`config.mk`:
```
export PLATFORM = sky130hd
export DESIGN_NAME = spi_reg_bank
export DESIGN_NICKNAME = d
export VERILOG_FILES = /design/src/rtl/spi_reg_bank.sv
export SDC_FILE = /design/constraint.sdc
export NUM_CORES = 1
export LEC_CHECK = 0
export CAP_MARGIN = 20
export CORE_ASPECT_RATIO = 1.25
export CORE_MARGIN = 1.5
export CORE_UTILIZATION = 45
export CTS_CLUSTER_DIAMETER = 150
export DETAILED_ROUTE_END_ITERATION = 7
export PLACE_DENSITY = 0.69
export SYNTH_ARGS = -nofsm -noshare
export SYNTH_HDL_FRONTEND = slang
export SYNTH_SLANG_ARGS = --single-unit
```
`constraint.sdc`:
```
create_clock -name clk -period 6.9 [get_ports clk]
set_clock_uncertainty 0.05 [all_clocks]
set_input_delay 1.38 -clock clk [delete_from_list [all_inputs] [get_ports clk]]
set_output_delay 1.38 -clock clk [all_outputs]
set_load 0.005 [all_outputs]
```
`src/rtl/spi_reg_bank.sv`:
```
// SPI command decoder and byte-wide register bank sitting behind spi_slave.
// Build option: define SPI_REG_AUTOINC_EN for burst access (pointer auto-increment).
module spi_reg_bank #(
  parameter int unsigned ADDR_W    = 4,
  parameter logic [7:0]  STATUS_ID = 8'hA5,
  parameter logic [7:0]  ERR_BYTE  = 8'hFF
) (
  input  logic              clk,
  input  logic              reset,
  input  logic              ss,
  input  logic [7:0]        rx_byte,
  input  logic              rx_valid,
  output logic [7:0]        tx_byte,
  output logic              wr_strobe,
  output logic [ADDR_W-1:0] wr_addr,
  output logic [7:0]        wr_data,
  input  logic [ADDR_W-1:0] loc_addr,
  output logic [7:0]        loc_rdata,
  output logic              busy
);

  localparam int unsigned DEPTH = 2 ** ADDR_W;

  typedef enum logic [2:0] {
    IDLE  = 3'd0,
    CMD   = 3'd1,
    WRITE = 3'd2,
    READ  = 3'd3,
    ERR   = 3'd4
  } state_t;

  state_t              state;
  state_t              state_nxt;
  logic                ss_meta;
  logic                ss_sync;
  logic [ADDR_W-1:0]   ptr;
  logic [ADDR_W-1:0]   ptr_nxt;
  logic [ADDR_W-1:0]   ptr_step;
  logic [ADDR_W-1:0]   cmd_ptr;
  logic [6:0]          cmd_hi;
  logic                cmd_bad;
  logic                frame_end;
  logic [7:0]          tx_nxt;
  logic                wr_en;
  logic [7:0]          regs [DEPTH];

  // Slave-select crosses in from the pad; idles high
  always_ff @(posedge clk or posedge reset) begin
    if (reset) begin
      ss_meta <= 1'b1;
      ss_sync <= 1'b1;
    end else begin
      ss_meta <= ss;
      ss_sync <= ss_meta;
    end
  end

  assign busy      = ~ss_sync;
  assign frame_end = (state != IDLE) && ss_sync;
  assign cmd_ptr   = rx_byte[ADDR_W-1:0];
  assign cmd_hi    = rx_byte[6:0] >> ADDR_W;
  assign cmd_bad   = |cmd_hi;

`ifdef SPI_REG_AUTOINC_EN
  assign ptr_step = ptr + ADDR_W'(1);
`else
  assign ptr_step = ptr;
`endif

  // State register
  always_ff @(posedge clk or posedge reset) begin
    if (reset) begin
      state <= IDLE;
    end else begin
      state <= state_nxt;
    end
  end

  // Next-state logic; frame end overrides so a final byte is still consumed
  always_comb begin
    state_nxt = state;
    case (state)
      IDLE: begin
        if (!ss_sync) begin
          state_nxt = CMD;
        end
      end
      CMD: begin
        if (rx_valid) begin
          if (cmd_bad) begin
            state_nxt = ERR;
          end else if (rx_byte[7]) begin
            state_nxt = READ;
          end else begin
            state_nxt = WRITE;
          end
        end
      end
      WRITE, READ, ERR: begin
        state_nxt = state;
      end
      default: begin
        state_nxt = IDLE;
      end
    endcase
    if (frame_end) begin
      state_nxt = IDLE;
    end
  end

  // Datapath next values: pointer, transmit byte and write enable
  always_comb begin
    ptr_nxt = ptr;
    tx_nxt  = tx_byte;
    wr_en   = 1'b0;
    case (state)
      IDLE: begin
        if (!ss_sync) begin
          tx_nxt = STATUS_ID;
        end
      end
      CMD: begin
        if (rx_valid) begin
          ptr_nxt = cmd_ptr;
          if (cmd_bad) begin
            tx_nxt = ERR_BYTE;
          end else if (rx_byte[7]) begin
            tx_nxt = regs[cmd_ptr];
          end else begin
            tx_nxt = rx_byte;
          end
        end
      end
      WRITE: begin
        if (rx_valid) begin
          wr_en   = 1'b1;
          ptr_nxt = ptr_step;
          tx_nxt  = rx_byte;
        end
      end
      READ: begin
        if (rx_valid) begin
          ptr_nxt = ptr_step;
          tx_nxt  = regs[ptr_step];
        end
      end
      ERR: begin
        if (rx_valid) begin
          tx_nxt = ERR_BYTE;
        end
      end
      default: begin
        tx_nxt = STATUS_ID;
      end
    endcase
    if (frame_end) begin
      tx_nxt = STATUS_ID;
    end
  end

  // Datapath registers and write-commit reporting
  always_ff @(posedge clk or posedge reset) begin
    if (reset) begin
      ptr       <= '0;
      tx_byte   <= STATUS_ID;
      wr_strobe <= 1'b0;
      wr_addr   <= '0;
      wr_data   <= '0;
    end else begin
      ptr       <= ptr_nxt;
      tx_byte   <= tx_nxt;
      wr_strobe <= wr_en;
      if (wr_en) begin
        wr_addr <= ptr;
        wr_data <= rx_byte;
      end
    end
  end

  // Register file; contents are cleared by reset as well
  always_ff @(posedge clk or posedge reset) begin
    if (reset) begin
      for (int unsigned i = 0; i < DEPTH; i++) begin
        regs[i] <= '0;
      end
    end else if (wr_en) begin
      regs[ptr] <= rx_byte;
    end
  end

  // Local read port: one-cycle latency, sees SPI writes one cycle after commit
  always_ff @(posedge clk or posedge reset) begin
    if (reset) begin
      loc_rdata <= '0;
    end else begin
      loc_rdata <= regs[loc_addr];
    end
  end

endmodule

```
# Word-level counts from Yosys, hierarchy flattened
# Index checks and enable logic that the tools add are counted.
# classes
order_cmp	4
eq_ne	10
n_mux	29
bitwise_logic	4
reduce_logical	9
# ops
op	n
bitwise mux 128 bit	1
two-way mux 8 bit	15
binary-select mux 8 bit (select 4 bit)	3
case mux 8 bit (5 select lines)	1
demux 8 bit (select 4 bit)	1
greater-or-equal comparator 5 bit (second input constant)	3
!= test 3 bit (second input constant)	5
inverter 4 -> 5 bit	3
two-way mux 3 bit	4
case mux 3 bit (3 select lines)	1
equality test 3 x 2 -> 1 bit (second input constant)	2
OR reduction 3 bit	2
less-than comparator 5 x 1 -> 1 bit (second input constant)	1
AND reduction 5 bit	1
equality test 3 x 1 -> 1 bit (second input constant)	1
equality test 3 bit (second input constant)	1
logical NOT 3 bit	1
two-way mux 1 bit	3
AND reduction 3 bit	1
nonzero test 3 bit	1
logical AND 1 bit	2
!= test 2 bit (second input constant)	1
AND reduction 2 bit	1
inverter 1 bit	1
# totals
register_bits	166
inputBits	16
out_inout_bits	30

# Logic depth before layout (Yosys ltp)
# Gate-level depths: netlist of the first run.
# logic_depth
ltp_word	9
depth_mapped	8
ltp_nobuf	5

# Worst setup path before layout of the first run
# OpenSTA, ideal clock, no wires.
# synth_timing
path_type	input port to flip-flop
start	input port loc_addr[1]
end	register loc_rdata[0]
setup_ns	0.138
arrival_ns	2.729
required_ns	6.712
slack_ns	3.983
stages	4
path_buffers	2
path_cell_list	clkbuf_1 clkbuf_1 mux4_2 mux4_2
# synth_via
elab_chain_len	4
# synth_rtl
item	line_no	rtl
start, declared	17	input logic [ADDR_W-1:0] loc_addr,
inverter 4 -> 5 bit (not written as such)	196	loc_rdata <= regs[loc_addr];
binary-select mux 8 bit (select 4 bit)	196	
two-way mux 8 bit (not written as such) (2 in series)	196	
end signal, assigned	196	
end, declared	18	output logic [7:0] loc_rdata,
# No other way between the ends. The select of a mux whose other input is x is not followed.
# A chain may end at the register's enable or synchronous reset.

# Worst setup path in the final report of the first run
# layout_timing
start	input port rx_valid
end	register regs[21] in the netlist's numbering
# layout_via
elab_chain_len	2
# layout_rtl
item	line_no	rtl
start, declared	12	input logic rx_valid,
two-way mux 1 bit	135	if (rx_valid) begin
two-way mux 1 bit	116	case (state)
end signal, assigned by index	187	regs[ptr] <= rx_byte;
end, declared	45	logic [7:0] regs [DEPTH];
# No other way between the ends.

==> flow_summary.json, run 1 <==
{
  "grt_remaining_overflow": 0,
  "multi_input_area_mm2": 0.00518,
  "hold_end": "ss_sync",
  "rrSetupSlack_ns": 3.95,
  "max_freq_mhz": 263,
  "yosys.area_share.simple_pct": 6.18,
  "placedInstanceArea_mm2": 0.0102,
  "grt_usage_pct": 24.4,
  "synthFlopType": "dfrtp_1",
  "cts_setup_buffers": 0,
  "clock_latency_ns": 0.43,
  "fillers": 1740,
  "initial_utilization_pct": 46.3,
  "avgViaCountPerCell": 6.75,
  "regArea_mm2": 0.00416,
  "setup_viol": 0,
  "swShare_pct": 26.6,
  "worst_path_largest_cell_delay_ns": 0.75,
  "fp.coreArea_mm2": 0.0210,
  "hp-class": "reg2reg",
  "r2r_start": "state[2]",
  "hold_viol_final": 0,
  "dp_hpwl_um": 16800,
  "synth.distinct_cells": 56,
  "synthTopCellsByCount": "dfrtp_1 (160), mux2_2 (134), mux4_2 (87)",
  "clockBufferDepth": 2,
  "dr.pass1.iters": 5,
  "switchingPower_uw": 649,
  "drt_iter0_drc": 639,
  "antenna_cells": 0,
  "slew_headroom_pct": 38.6,
  "grt_max_degree": 118,
  "regToRegEndpoint": "regs[21]",
  "die_w_um": 134,
  "crit_slowest_cell": "and4bb_1",
  "leakage_nw": 4.76,
  "gp_congestion": 0.833,
  "ir_worst_vdd_v": 0.000164,
  "path_cells": "clkdlybuf4s50_1 -> and4bb_1 -> nand2_1 -> nor3_4 -> mux2_2",
  "synthMuxAreaShare_pct": 43.4,
  "ctsHtreeMaxLevel": 4,
  "synth_edf_count": 0,
  "cts_root_buf": "clkbuf_16",
  "fin_tns_setup_ns": 0,
  "crit_fanout": 17,
  "clock-sinks": 166,
  "slew_viol_final": 0,
  "ys_async_sr_fraction_pct": 100,
  "layout.nets": 678,
  "combinationalPowerShare_pct": 16.2,
  "syn_area_per_cell_um2": 15.0,
  "io_buffers": 45,
  "synth_top_family_by_area": "multiplexers",
  "power_density_mw_per_mm2": 225,
  "period_share_pct": 55.2,
  "utilization_pct": 51.8,
  "min_from": "ss_meta",
  "cts_buffers": 17,
  "internal_power_mw": 1.79,
  "wl_per_cell_um": 27.6,
  "synth_nets": 663,
  "arrival_ns": 4.07,
  "path_class": "in2reg",
  "p_seq_share_pct": 43.8,
  "synthAdderAreaFrac_pct": 0,
  "ys_ff_latch": 166,
  "synth-seq-area-share_pct": 42.8,
  "cp.required_ns": 7.16,
  "dieHeight_um": 167,
  "status": "finished clean",
  "path_clk_slew_ns": 0.06,
  "start_kind": "primary input",
  "drc": 0,
  "fin_area_mm2": 0.0109,
  "worst_pin_slew_ns": 0.918,
  "synthXorXnorAreaFrac_pct": 0.0901,
  "synth_top_area_cell": "dfrtp_1",
  "pwr-share-clk_pct": 40.0,
  "die-area_mm2": 0.0225,
  "wl_um": 26200,
  "min_delay_path_depth": 0,
  "grt_pass1_wl_um": 40600,
  "power_mw": 2.44,
  "ys_top_cells_by_area": "dfrtp_1 (41%), mux4_2 (20%), mux2_2 (16%)",
  "post-synth-top-count-cell": "dfrtp_1",
  "finalCriticalPeriod_ns": 3.81,
  "endpoint_kind": "flop",
  "drive_gt1_share_pct": 45.4,
  "rr_worst_depth": 4,
  "syn_area_mm2": 0.00972,
  "grt_pass1_vias": 6561,
  "rows": 59,
  "rsz0062_at_grt": "no",
  "synth_top_area_share_pct": 41.2,
  "max_cap_violations": 0,
  "antenna_found_initial": 0,
  "cts.hold.buffers_added": 0,
  "postSynthCellCount": 647,
  "synth_compound_area_share_pct": 3.63,
  "area_delta_synth_final_pct": 11.7,
  "cts.repair.resized": 0,
  "cts_tree": "done",
  "vias": 6402,
  "ys_warn_count": 0,
  "ant_nets": 0,
  "num_io_pins": 46
}
state kept, by name (all words and copies together), names as in the netlist:
register and cells:
regs 128, loc_rdata 8, tx_byte 8, wr_data 8, ptr 4, wr_addr 4, state 3, ss_meta 1
ss_sync 1, wr_strobe 1
power groups by stage:
stage / Clock (mW) / Combinational (mW) / Sequential (mW)
finish: 0.976 / 0.396 / 1.07
global route: 1.03 / 0.421 / 1.07
CTS: 0.991 / 0.395 / 1.07
detailed placement: 0 / 0.393 / 1.09
global placement: 0 / 0.389 / 1.08
floorplan: 0 / 0.296 / 1.06
metal layers:
metal / track usage, % / vias up / part of all wire (%)
met1: 31.5 / 3371 / 39
met4: 13.5 / 0 / 5.4
met3: 5.06 / 94 / 7.3
li1: - / 2576 / -
met2: 38.4 / 361 / 49
met5: 0 / - / 0
how the worst max path moves through the flow:
stage | from | to | slack [ns]
after floorplan | reset | loc_rdata[0] | 0.99
after global placement | rx_valid | regs[20] | 2.74
after detailed placement | rx_valid | regs[21] | 2.67
after CTS | rx_valid | regs[19] | 3.12
after global routing | rx_valid | regs[21] | 2.99
final | rx_valid | regs[21] | 3.09
worst max-delay path, delay by kind of cell:
kind	cells	cell delay [ns]
muxes	1	0.40
buffers and inverters	1	0.63
and+or+nand+nor	3	1.65
layout make-up:
class                   instances  area share [%]
inverters                       6           0.254
well taps                     274            3.16
flip-flops and latches        166            38.4
multi-input cells             414            47.7
clock inverters                 8            1.13
repair buffers                 57            4.98
clock buffers                  23            4.40
placed cells by master, fill, tap and decap left out, types with 3 or more instances in the layout:
cell type | Yosys | routed
clkinvlp_4 | 0 | 3
dfstp_2 | 6 | 6
a21oi_1 | 10 | 10
a31oi_1 | 3 | 3
bufinv_16 | 0 | 3
mux4_1 | 17 | 17
o22ai_1 | 3 | 3
nor2b_1 | 5 | 5
nor3_4 | 3 | 3
nand2_1 | 30 | 30
nand2_2 | 9 | 9
nor2_1 | 18 | 18
buf_4 | 7 | 11
a22oi_1 | 5 | 5
o32a_1 | 3 | 3
o221ai_1 | 3 | 3
mux2i_1 | 18 | 18
nor3_1 | 8 | 8
nand3_1 | 6 | 6
inv_1 | 6 | 5
o21ai_0 | 8 | 8
mux4_2 | 87 | 87
mux2_4 | 8 | 8
clkbuf_8 | 0 | 3
o211ai_1 | 4 | 4
dfrtp_1 | 160 | 158
mux2_2 | 134 | 134
buf_2 | 18 | 4
clkbuf_1 | 24 | 3
clkdlybuf4s50_1 | 0 | 41
clkbuf_16 | 0 | 17
through the flow:
stage,std cells,setup WS (ns),hold WS (ns)
after floorplan,647,0.990,0.295
after global placement,916,2.74,0.301
after detailed placement,916,2.67,0.300
after CTS,947,3.12,0.312
after global routing,948,2.99,0.314
final,948,3.09,0.310
cells by family (layout without fill, tap and decap cells):
kind of cell              count (synthesis)  after routing
muxes                                   264            264
xor gates and xnor gates                  1              1
AOI/OAI and AO/OA                        50             50
buffers and inverters                    67             94
and+or+nand+nor                          99             99
DFF                                     166            166
No activity file was read; power rests on OpenSTA's default activity.
==> run 2, diff against run 1 <==
- PLACE_DENSITY: 0.69 -> 0.72
- clock period: 6.9 -> 3.2 ns (I/O delays scaled with it)
==> run 2 against run 1 <==
Against the previous run:
- final cell count increased by 3.1%
- non-clock buffer count increased by 28
- first-iteration DRC count increased by 9.9%
- flip-flop and latch count unchanged
- total power increased by 120%
- clock power increased by 120%
- register-to-register slack got worse by 3.3 ns
- setup slack got worse by 2.4 ns
- critical path type is now reg2reg
- largest cell class unchanged
==> flow_summary.json, run 2 (synthesis results as in run 1) <==
{
  "status": "finished clean",
  "final_cell_mix": "dfrtp_1 (158), mux2_2 (134), mux4_2 (87)",
  "largest_reg_flops": 128,
  "start_kind": "flop",
  "initial_utilization_pct": 46.3,
  "hp-class": "reg2reg",
  "slew_viol_final": 0,
  "gp_congestion": 0.927,
  "endpoint_kind": "flop",
  "rr_worst_depth": 5,
  "drt_iter0_drc": 702,
  "cts_tree": "done",
  "placedCellCount": 945,
  "wl_met1_um": 10000,
  "final_cells": 977,
  "ant_nets": 0,
  "ctsHtreeMaxLevel": 4,
  "r2r_start": "ptr[1]",
  "path_clk_slew_ns": 0.06,
  "rows": 59,
  "regToRegEndpoint": "regs[103]",
  "period_share_pct": 78.8,
  "dr.pass1.iters": 5,
  "dp_slack_ns": 0.416,
  "fin_tns_setup_ns": 0,
  "cts.repair.resized": 0,
  "clock-sinks": 166,
  "arrival_ns": 2.79,
  "antenna_found_initial": 0,
  "avgViaCountPerCell": 6.68,
  "drive_gt1_share_pct": 47.2,
  "layout_setup_ws_ns": 0.679,
  "whs_ns": 0.310,
  "worst_pin_slew_ns": 0.793,
  "path_cells": "buf_4 -> nand3_4 -> nor3_4 -> buf_12 -> mux2_2",
  "wl_um": 26800,
  "ir_worst_vdd_v": 0.000344,
  "crit_start": "ptr[1]",
  "power_density_mw_per_mm2": 481,
  "final_common_cell": "dfrtp_1",
  "io_buffers": 45,
  "cts_buffers": 17,
  "hold_viol_final": 0,
  "num_io_pins": 46,
  "drc": 0,
  "dp_hpwl_um": 18500,
  "grt_pass1_wl_um": 42100,
  "crit_slowest_cell": "dfrtp_2",
  "cp.required_ns": 3.47,
  "grt_pass1_vias": 6929,
  "wl_met3_um": 2220,
  "routed.top_layer": "met4",
  "cts_setup_buffers": 0,
  "clock_latency_ns": 0.44,
  "top_register": "regs",
  "grt_usage_pct": 25.1,
  "finalCriticalPeriod_ns": 2.52,
  "vias": 6528,
  "max_cap_violations": 0,
  "rsz0062_at_grt": "no",
  "fp.coreArea_mm2": 0.0210,
  "clockBufferDepth": 2,
  "die-area_mm2": 0.0225,
  "min_delay_path_depth": 0,
  "wl_met2_um": 13100,
  "setup_viol": 0,
  "antenna_cells": 0,
  "leakage_nw": 4.91,
  "rrSetupSlack_ns": 0.68,
  "dieHeight_um": 167,
  "max_freq_mhz": 397,
  "hold_end": "ss_sync",
  "area_delta_synth_final_pct": 14.4,
  "fillers": 1694,
  "cts.hold.buffers_added": 0,
  "grt_remaining_overflow": 0,
  "slew_headroom_pct": 47.1,
  "worst_path_largest_cell_delay_ns": 0.88,
  "crit_fanout": 24,
  "die_w_um": 134,
  "layout.nets": 706,
  "grt_max_degree": 136,
  "wl_per_cell_um": 27.5,
  "path_class": "reg2reg",
  "min_from": "ss_meta",
  "cts_root_buf": "clkbuf_16"
}
[run 2: cell count changes in the layout (fill, tap and decap cells not counted)]
cell	before	now
clkbuf_1	3	6
inv_6	1	0
buf_16	1	0
buf_4	11	34
bufinv_16	3	4
clkinv_4	0	1
clkbuf_8	3	0
buf_12	0	6
[run 2: report_power, final]
part / leakage (nW) / switching [mW] / internal, mW / total [mW]
clock network: 0.285 / 0.835 / 1.30 / 2.14
registers: 2.27 / 0.204 / 2.20 / 2.40
logic: 2.35 / 0.382 / 0.430 / 0.812
total: 4.91 / 1.42 / 3.93 / 5.35
[run 2: metal layers]
| metal | GRT usage (%) | vias up |
|---|---|---|
| met4 | 14.4 | 0 |
| met5 | 0 | - |
| met1 | 31.6 | 3405 |
| met2 | 39.6 | 396 |
| li1 | - | 2632 |
| met3 | 5.99 | 95 |
[run 2: metrics by stage]
| step | util, % | power, mW | area, um2 |
|---|---|---|---|
| after floorplan | - | 2.93 | 9720 |
| after global placement | 50.2 | 3.23 | 10500 |
| final | 53.0 | 5.35 | 11100 |
| after detailed placement | 50.2 | 3.25 | 10500 |
| after CTS | 53.0 | 5.38 | 11100 |
| after global routing | 53.0 | 5.55 | 11100 |
[run 2: worst max path at each step]
stage	slack (ns)	to
floorplan	0.40	loc_rdata[0]
detailed placement	0.42	regs[125]
global placement	0.45	regs[120]
global route	0.51	tx_byte[3]
finish	0.68	regs[103]
CTS	0.70	tx_byte[3]
[run 2: critical path: cells and delay by family, from the launching register on]
family | cells | cell delay (ns)
flops | 1 | 0.88
buf+inv | 2 | 0.56
simple gates | 2 | 0.55
mux | 1 | 0.33
[run 2: layout make-up]
type / count / area, um2 / area share (%)
clock inverter: 9 / 154 / 1.38
timing repair buffer: 85 / 806 / 7.25
tap: 274 / 343 / 3.08
multi-input combinational: 414 / 5180 / 46.6
inverter: 6 / 26.3 / 0.236
clock buffer: 23 / 448 / 4.03
sequential: 166 / 4160 / 37.5
